File: config.mk
export PLATFORM = sky130hd
export DESIGN_NAME = clk_div_bank
export DESIGN_NICKNAME = d
export VERILOG_FILES = /design/src/rtl/clk_div_pkg.sv /design/src/rtl/clk_div_chan.sv /design/src/rtl/clk_div_bank.sv
export SDC_FILE = /design/constraint.sdc
export NUM_CORES = 1
export LEC_CHECK = 0
export CELL_PAD_IN_SITES_DETAIL_PLACEMENT = 1
export CELL_PAD_IN_SITES_GLOBAL_PLACEMENT = 1
export CORE_MARGIN = 5
export CORE_UTILIZATION = 30
export CTS_CLUSTER_SIZE = 8
export DETAILED_ROUTE_END_ITERATION = 8
export GPL_ROUTABILITY_DRIVEN = 0
export MAX_ROUTING_LAYER = met4
export PLACE_DENSITY_LB_ADDON = 0.1
export SLEW_MARGIN = 5
export SYNTH_ARGS = -nofsm -noshare
export SYNTH_HDL_FRONTEND = slang
export SYNTH_HIERARCHICAL = 1
export SYNTH_SLANG_ARGS = --single-unit
File: constraint.sdc
create_clock -name clk_in -period 6.2 [get_ports clk_in]
set_input_delay 1.86 -clock clk_in [delete_from_list [all_inputs] [get_ports clk_in]]
set_output_delay 1.86 -clock clk_in [all_outputs]
set_load 0.02 [all_outputs]
File: src/rtl/clk_div_pkg.sv
// Shared constants and types for the clock divider bank.
// Mode encoding and default sizing used by clk_div_chan and clk_div_bank.
package clk_div_pkg;

   localparam int CLK_DIV_CNT_W   = 25;
   localparam int CLK_DIV_DEF_DIV = 12;

   typedef enum logic {
      MODE_PULSE  = 1'b0,
      MODE_SQUARE = 1'b1
   } clk_div_mode_e;

endpackage

File: src/rtl/clk_div_chan.sv
// One divider channel: counter, active/pending divisor+mode, registered output.
// Pending settings are applied at a wrap so a running period is never cut short.
module clk_div_chan
   import clk_div_pkg::*;
#(
   parameter int CNT_W   = CLK_DIV_CNT_W,
   parameter int DEF_DIV = CLK_DIV_DEF_DIV
)
(
   input  logic             clk_in,
   input  logic             rst_n_in,
   input  logic             en_in,
   input  logic             sync_in,
   input  logic             ld_in,
   input  logic [CNT_W-1:0] div_in,
   input  logic             mode_in,
   output logic             clk_div_out
);

   localparam logic [CNT_W-1:0] ONE = CNT_W'(1);
   localparam logic [CNT_W-1:0] TWO = CNT_W'(2);
   localparam logic [CNT_W-1:0] DEF = CNT_W'(DEF_DIV);

   logic [CNT_W-1:0] cnt, cur_div, pend_div;
   clk_div_mode_e    cur_mode, pend_mode;
   logic             pend_vld, out_q;

   logic             cur_ok, run, tc, xfer, nxt_ok, out_nxt;
   logic [CNT_W-1:0] nxt_div, cnt_nxt;
   clk_div_mode_e    nxt_mode;

   // SQUARE needs at least one high and one low cycle; any mode needs a nonzero divisor
   function automatic logic div_ok(input clk_div_mode_e m, input logic [CNT_W-1:0] d);
      return (m == MODE_SQUARE) ? (d >= TWO) : (d != '0);
   endfunction

   always_comb begin
      cur_ok   = div_ok(cur_mode, cur_div);
      run      = en_in && cur_ok;
      tc       = run && (cnt == cur_div - ONE);
      xfer     = pend_vld && (tc || !run || sync_in);
      nxt_div  = xfer ? pend_div  : cur_div;
      nxt_mode = xfer ? pend_mode : cur_mode;
      nxt_ok   = div_ok(nxt_mode, nxt_div);
      cnt_nxt  = '0;
      out_nxt  = 1'b0;
      if (sync_in || !run) begin
         cnt_nxt = '0;
         out_nxt = 1'b0;
      end else if (tc) begin
         // PULSE marks the old period's wrap; SQUARE starts the new period's high phase
         out_nxt = (cur_mode == MODE_PULSE) || nxt_ok;
      end else begin
         cnt_nxt = cnt + ONE;
         out_nxt = (cur_mode == MODE_SQUARE) && (cnt_nxt < (cur_div >> 1));
      end
   end

   always_ff @(posedge clk_in or negedge rst_n_in) begin
      if (!rst_n_in) begin
         cnt       <= '0;
         cur_div   <= DEF;
         pend_div  <= DEF;
         cur_mode  <= MODE_PULSE;
         pend_mode <= MODE_PULSE;
         pend_vld  <= 1'b0;
         out_q     <= 1'b0;
      end else begin
         cnt      <= cnt_nxt;
         out_q    <= out_nxt;
         cur_div  <= nxt_div;
         cur_mode <= nxt_mode;
         // a load in the transfer cycle re-arms pending for the following wrap
         if (ld_in) begin
            pend_div  <= div_in;
            pend_mode <= clk_div_mode_e'(mode_in);
            pend_vld  <= 1'b1;
         end else if (xfer) begin
            pend_vld  <= 1'b0;
         end
      end
   end

   assign clk_div_out = out_q && !sync_in;

endmodule

File: src/rtl/clk_div_bank.sv
// Bank of NUM_CH independent clock dividers with a shared load port and ack.
// Optional CLK_DIV_PHASE_SYNC_EN adds sync_in to realign all channels at once.
module clk_div_bank
   import clk_div_pkg::*;
#(
   parameter  int NUM_CH  = 4,
   parameter  int CNT_W   = CLK_DIV_CNT_W,
   parameter  int DEF_DIV = CLK_DIV_DEF_DIV,
   localparam int SEL_W   = (NUM_CH > 1) ? $clog2(NUM_CH) : 1
)
(
   input  logic              clk_in,
   input  logic              rst_n_in,
   input  logic [NUM_CH-1:0] en_in,
   input  logic              load_in,
   input  logic [SEL_W-1:0]  ch_sel_in,
   input  logic [CNT_W-1:0]  div_in,
   input  logic              mode_in,
`ifdef CLK_DIV_PHASE_SYNC_EN
   input  logic              sync_in,
`endif
   output logic              load_ack_out,
   output logic [NUM_CH-1:0] clk_div_out
);

   logic [NUM_CH-1:0] ld_hit;
   logic              sync;

`ifdef CLK_DIV_PHASE_SYNC_EN
   assign sync = sync_in;
`else
   assign sync = 1'b0;
`endif

   // out-of-range selects match no channel, so they are dropped without an ack
   for (genvar i = 0; i < NUM_CH; i++) begin : g_ch
      assign ld_hit[i] = load_in && (ch_sel_in == SEL_W'(i));

      clk_div_chan #(
         .CNT_W   (CNT_W),
         .DEF_DIV (DEF_DIV)
      ) u_chan (
         .clk_in      (clk_in),
         .rst_n_in    (rst_n_in),
         .en_in       (en_in[i]),
         .sync_in     (sync),
         .ld_in       (ld_hit[i]),
         .div_in      (div_in),
         .mode_in     (mode_in),
         .clk_div_out (clk_div_out[i])
      );
   end

   always_ff @(posedge clk_in or negedge rst_n_in) begin
      if (!rst_n_in) load_ack_out <= 1'b0;
      else           load_ack_out <= |ld_hit;
   end

endmodule
Yosys cells after proc, flatten, opt, wreduce, memory -nomap -nowiden

Cells that the tools add are included.

Equality and inequality tests: 7
Add/sub/neg operators: 8
Magnitude comparators: 12
Muxes and demuxes: 40
Reduce and logical (&&, ||, !) cells: 46
Bitwise gates (word level): 4

Operators with widths:

| cell                                                               | number |
|---|---|
| two-way mux 25 bit                                                 | 12 |
| greater-or-equal comparator 25 x 2 -> 1 bit, second input constant | 8 |
| nonzero test 25 bit                                                | 8 |
| adder 25 x 1 -> 25 bit, second input constant                      | 4 |
| == test 25 bit                                                     | 4 |
| less-than comparator 25 x 24 -> 1 bit                              | 4 |
| subtractor 25 x 1 -> 25 bit, second input constant                 | 4 |
| two-way mux 1 bit                                                  | 28 |
| logical AND 1 bit                                                  | 20 |
| logical OR 1 bit                                                   | 8 |
| nonzero test 2 bit                                                 | 4 |
| == test 2 bit, second input constant                               | 2 |
| logical NOT 1 bit                                                  | 4 |
| inverter 1 bit                                                     | 4 |
| OR reduction 4 bit                                                 | 1 |
| == test 2 x 1 -> 1 bit, second input constant                      | 1 |
| logical NOT 2 bit                                                  | 1 |

Output and inout port bits: 5
Input bits: 35
Logic and storage cells: 146
Register bits: 317

Longest topological paths before layout

Depth in word-level cells: 12
Depth in mapped cells: 15
Mapped depth without buffers: 14

Hierarchy

The synthesis kept the hierarchy.

By module, submodules not included:

| module                             | instances | sequential area each (um2) | area each (um2) | cells an instance |
|---|---|---|---|---|
| clk_div_chan at g_ch[0].u_chan ... | 3         | 1981.9                     | 5147.4          | 488 |
| clk_div_chan at g_ch[1].u_chan     | 1         | 1981.9                     | 5001.0          | 474 |
| clk_div_bank                       | 1         | 25.0                       | 70.1            | 7 |

Worst setup path before layout

No wires, ideal clock.

Kind: input-to-reg
Start: input ch_sel_in[1]
End: register g_ch[1].u_chan.pend_div[10]
Setup time: 125 ps
Setup slack: 2984 ps
Data arrival time: 3091 ps
Required time: 6075 ps
Stages: 4
Buffers on the path: 2
Cells stage by stage: and3b_1 clkbuf_1 buf_1 mux2_2

Longest elaborated chain between the ends: 2

RTL lines:

| element                | RTL line           | source |
|---|---|---|
| start, declared        | clk_div_bank.sv:16 | `input logic [SEL_W-1:0] ch_sel_in,` |
| == test 2 x 1 -> 1 bit | clk_div_bank.sv:37 | `assign ld_hit[i] = load_in && (ch_sel_in == SEL_W'(i));` |
| logical AND 1 bit      | clk_div_bank.sv:37 |  |
| end signal, assigned   | clk_div_chan.sv:75 | `pend_div <= div_in;` |
| end, declared          | clk_div_chan.sv:24 | `logic [CNT_W-1:0] cnt, cur_div, pend_div;` |

No other way between the ends.
A chain may end at the register's enable or synchronous reset.

Worst setup path after layout

Start: register g_ch[0].u_chan.cur_div[5]
End: register g_ch[0].u_chan.cur_div[0]

Longest elaborated chain between the ends: 7
Elaborated cells on any way between the ends: 11
Classes of those cells: add/sub: 1; order compare: 1; eq/ne: 1; mux: 2; reduce/logical: 6

RTL lines:

| element                                                             | RTL line           | source |
|---|---|---|
| start, declared                                                     | clk_div_chan.sv:24 |  |
| start signal, assigned                                              | clk_div_chan.sv:71 | `cur_div <= nxt_div;` |
| branches (longest 4 deep; another with subtractor 25 x 1 -> 25 bit) | n/a                |  |
| logical OR 1 bit (*)                                                | clk_div_chan.sv:41 | `xfer = pend_vld && (tc \|\| !run \|\| sync_in);` |
| logical AND 1 bit (*)                                               | clk_div_chan.sv:41 |  |
| two-way mux 25 bit (*)                                              | clk_div_chan.sv:42 | `nxt_div = xfer ? pend_div : cur_div;` |
| via g_ch[0].u_chan.nxt_div[0]                                       | clk_div_chan.sv:29 | `logic [CNT_W-1:0] nxt_div, cnt_nxt;` |

Mark *: on every way through the listed nets, which the timed path passes.

==> impl_metrics.yaml <==
drt:
  detailroute.via_count: 15200
  post_detailed_route_drc_marker_count: 0
  final_antenna_net_count: 0
  routed_via_density: 5.26
  first_pass_iters: 5
  route.detailed.wl_per_inst_um: 22.4
  first_iter_violations: 582
  drt_wl_total_um: 64800
floorplan:
  core_region_area_um2: 67500
  pin_count: 40
  die_height_um: 271
  floorplan.die_area_um2: 73700
  die-width_um: 271
  starting_density_of_the_core_pct: 30.4
  row_count: 95
global_route:
  global_route.overflow_total: 0
  antenna_found_initial: 3
  grt_pass1_wl_um: 101000
  grt_max_degree: 139
  first_global_vias: 16300
  global_route.usage.total_pct: 17.8
worst_setup_path:
  worst-setup-path-type: "flop to flop"
  rrSetupSlack_ns: 2.25
  cp-end-kind: "flop"
  critical_path_arrival_ns: 4.40
  timing.critical_path.required_ns: 6.65
  critPathLaunchType: "flop"
  timing.critical_path.fanout_max: 26
  rr_endpoint: "g_ch[0].u_chan/cur_div[0]"
  worst-r2r-cell-count: 7
  worst_r2r_startpoint: "g_ch[0].u_chan/cur_div[5]"
sta:
  timing.setup.tns_ns: 0
  min_period_ns: 3.95
  report.final.setup_viol: 0
  finalHoldViolCount: 0
  final.period_utilization_pct: 63.7
  skew_ns: 0.0150
  worstMarginPinSlew_ns: 1.20
  grt_setup_unrepaired: "no"
  max_freq_ghz: 0.253
  final_max_slew_viol_count: 0
  relative_max_transition_margin_pct: 20.0
cts:
  clock_tree_from_tritoncts: "built"
  cts_resized: 0
  cts-buffers-inserted: 47
  cts.repair_timing.setup_buffer_count: 0
  numClockSinks: 317
  root_buffer: "sky130_fd_sc_hd__clkbuf_16"
  cts.path.max_buffers: 3
  register_clock_pin_slew_on_the_reported_worst_setup_and_hold_paths_ns: 0.05
  clock_latency_ns: 0.58
  post_cts_hold_buffer_count: 0
  cts_max_level: 2
placed_design:
  place.port_buffers: 39
  dp_hpwl_um: 48700
layout:
  drive_above_1_share_pct: 16.2
  final_cell_utilization_of_the_core_pct: 34.3
  nNetsFinal: 2124
  areaGrowthSynthToFinish_pct: 12.8
power:
  power.ir.vdd_worst_mv: 0.173
  cellPowerDensity_nw_per_um2: 350
  p_leak_nw: 10.2
run:
  cap_violations: 0
synth:
  post_synth_num_cell_types: 79
  synth_async_sr_flop_share_pct: 100
  post_synth_most_frequent_cells: "301 x sky130_fd_sc_hd__dfrtp_1, 124 x sky130_fd_sc_hd__mux2_2, 123 x sky130_fd_sc_hd__inv_1, 109 x sky130_fd_sc_hd__xnor2_1"
  ys_seq_elements: 317
  synth_most_common_cell: "sky130_fd_sc_hd__dfrtp_1"
  synth.largest_area_cell: "sky130_fd_sc_hd__dfrtp_1"
  synth_top_cells_by_area: "sky130_fd_sc_hd__dfrtp_1 37%, sky130_fd_sc_hd__mux2_2 6.8%, sky130_fd_sc_hd__ha_1 6.6%, sky130_fd_sc_hd__mux2_4 5.8%, sky130_fd_sc_hd__xnor2_1 4.7%"
  netlist_instances: 1945
  synth-seq-area-share_pct: 38.8
  synthesis.yosys.warnings: 6
  syn_avg_cell_area_um2: 10.5
  syn-cell-area_um2: 20500
  synth_edf_count: 0
  yosysTopAreaCellShare_pct: 36.7
  dominantRegCellSynth: "sky130_fd_sc_hd__dfrtp_1"
min_path:
  hold_path_depth: 1
  worst_hold_path.endpoint: "g_ch[2].u_chan/cur_mode"
  worstHoldPathType: "flop to flop"
  hp-start: "g_ch[2].u_chan/pend_mode"
status:
  run_status: "finished, final reports clean"
-- critical path, cell delays in order, from the launching register on --
cell and delay, ns:
sky130_fd_sc_hd__dfrtp_1 0.45, sky130_fd_sc_hd__nor4_2 0.72, sky130_fd_sc_hd__a2111oi_0 0.22, sky130_fd_sc_hd__nor4_1 0.60
sky130_fd_sc_hd__a22oi_1 0.21, sky130_fd_sc_hd__and4_4 0.26, sky130_fd_sc_hd__a31oi_4 0.93, sky130_fd_sc_hd__mux2_2 0.42
-- flip-flops by register name, indices dropped and copies added, names as in the netlist --
register,flops
g_ch.u_chan/pend_vld,4
load_ack_out,1
g_ch.u_chan/cur_mode,4
g_ch.u_chan/out_q,4
g_ch.u_chan/cnt,100
g_ch.u_chan/pend_mode,4
g_ch.u_chan/cur_div,100
g_ch.u_chan/pend_div,100
-- cell type report --
type	count	area (um^2)
well taps	873	1090
diodes	1	2.50
clock inverters	2	13.8
fillers	7498	44400
flip-flops and latches	317	7950
clock buffers	81	1320
repair buffers	48	488
inverters	123	462
multi-input cells	1444	11800
-- where the power goes --
| group | internal (mW) | switching (mW) |
|---|---|---|
| Sequential | 2.48 | 0.805 |
| Combinational | 1.15 | 1.27 |
| Clock | 1.43 | 0.958 |
| Total | 5.06 | 3.04 |
-- how the worst max path moves through the flow --
stage | startpoint | end | slack, ns | depth (start not counted)
4_1_cts | g_ch[0].u_chan/cnt[2] | g_ch[0].u_chan/out_q | 2.28 | 13
5_1_grt | g_ch[0].u_chan/cur_div[5] | g_ch[0].u_chan/cur_div[0] | 1.99 | 7
3_3_place_gp | en_in[3] | g_ch[3].u_chan/cur_mode | 1.76 | 6
6_report | g_ch[0].u_chan/cur_div[5] | g_ch[0].u_chan/cur_div[0] | 2.25 | 7
2_1_floorplan | ch_sel_in[1] | g_ch[1].u_chan/pend_div[10] | 2.98 | 4
3_5_place_dp | en_in[0] | g_ch[0].u_chan/cur_div[0] | 1.74 | 6
-- kinds of logic after synthesis --
| kind of cell | count (synthesis) | share of synthesized area [%] |
|---|---|---|
| AO/OA/AOI/OAI | 239 | 9.00 |
| XOR/XNOR | 217 | 9.27 |
| adder cells (fa/ha/maj) | 108 | 6.59 |
| buffers and inverters | 191 | 3.95 |
| flip-flops | 317 | 38.8 |
| multiplexers | 212 | 13.0 |
| other | 1 | 0.0183 |
| AND/OR/NAND/NOR | 660 | 19.4 |
-- placed cells by master, fill, tap and decap left out, types with 30 or more instances in the layout --
master,netlist,layout
sky130_fd_sc_hd__clkbuf_16,0,47
sky130_fd_sc_hd__xnor2_1,109,109
sky130_fd_sc_hd__dfrtp_1,301,301
sky130_fd_sc_hd__nor4_1,50,50
sky130_fd_sc_hd__nor3_1,47,47
sky130_fd_sc_hd__clkbuf_1,44,32
sky130_fd_sc_hd__nor2_1,79,79
sky130_fd_sc_hd__xor2_1,108,108
sky130_fd_sc_hd__mux2_2,124,124
sky130_fd_sc_hd__and3_1,46,46
sky130_fd_sc_hd__inv_1,123,123
sky130_fd_sc_hd__nor2b_1,76,76
sky130_fd_sc_hd__nand3_1,57,57
sky130_fd_sc_hd__a211oi_1,30,30
sky130_fd_sc_hd__clkdlybuf4s50_1,0,38
sky130_fd_sc_hd__nand2_1,65,65
sky130_fd_sc_hd__nand4_1,55,55
sky130_fd_sc_hd__mux2_4,79,79
sky130_fd_sc_hd__ha_1,108,108
-- metrics by stage --
step | cell area (um^2) | power (mW) | worst slack (ns) | hold WS (ns) | instances
floorplan | 20500 | 4.82 | 2.98 | 0.481 | 1952
global placement | 21800 | 5.70 | 1.76 | 0.489 | 2805
detailed placement | 21800 | 5.76 | 1.74 | 0.500 | 2805
CTS | 23100 | 8.24 | 2.28 | 0.510 | 2888
global route | 23100 | 8.63 | 1.99 | 0.538 | 2888
finish | 23100 | 8.09 | 2.25 | 0.505 | 2889
-- metal layers --
metal  routed length [um]  vias up  part of all wire (%)  global-route usage [%]
met1                31700     7722                    49                    24.5
met3                 1730       87                   2.7                    1.99
met2                29900      190                    46                    28.2
li1                     -     7200                     -                       -
met5                    0        -                     0                       -
met4                 1520        0                   2.3                    4.63
Note: power is estimated with default switching activity, not from simulation.
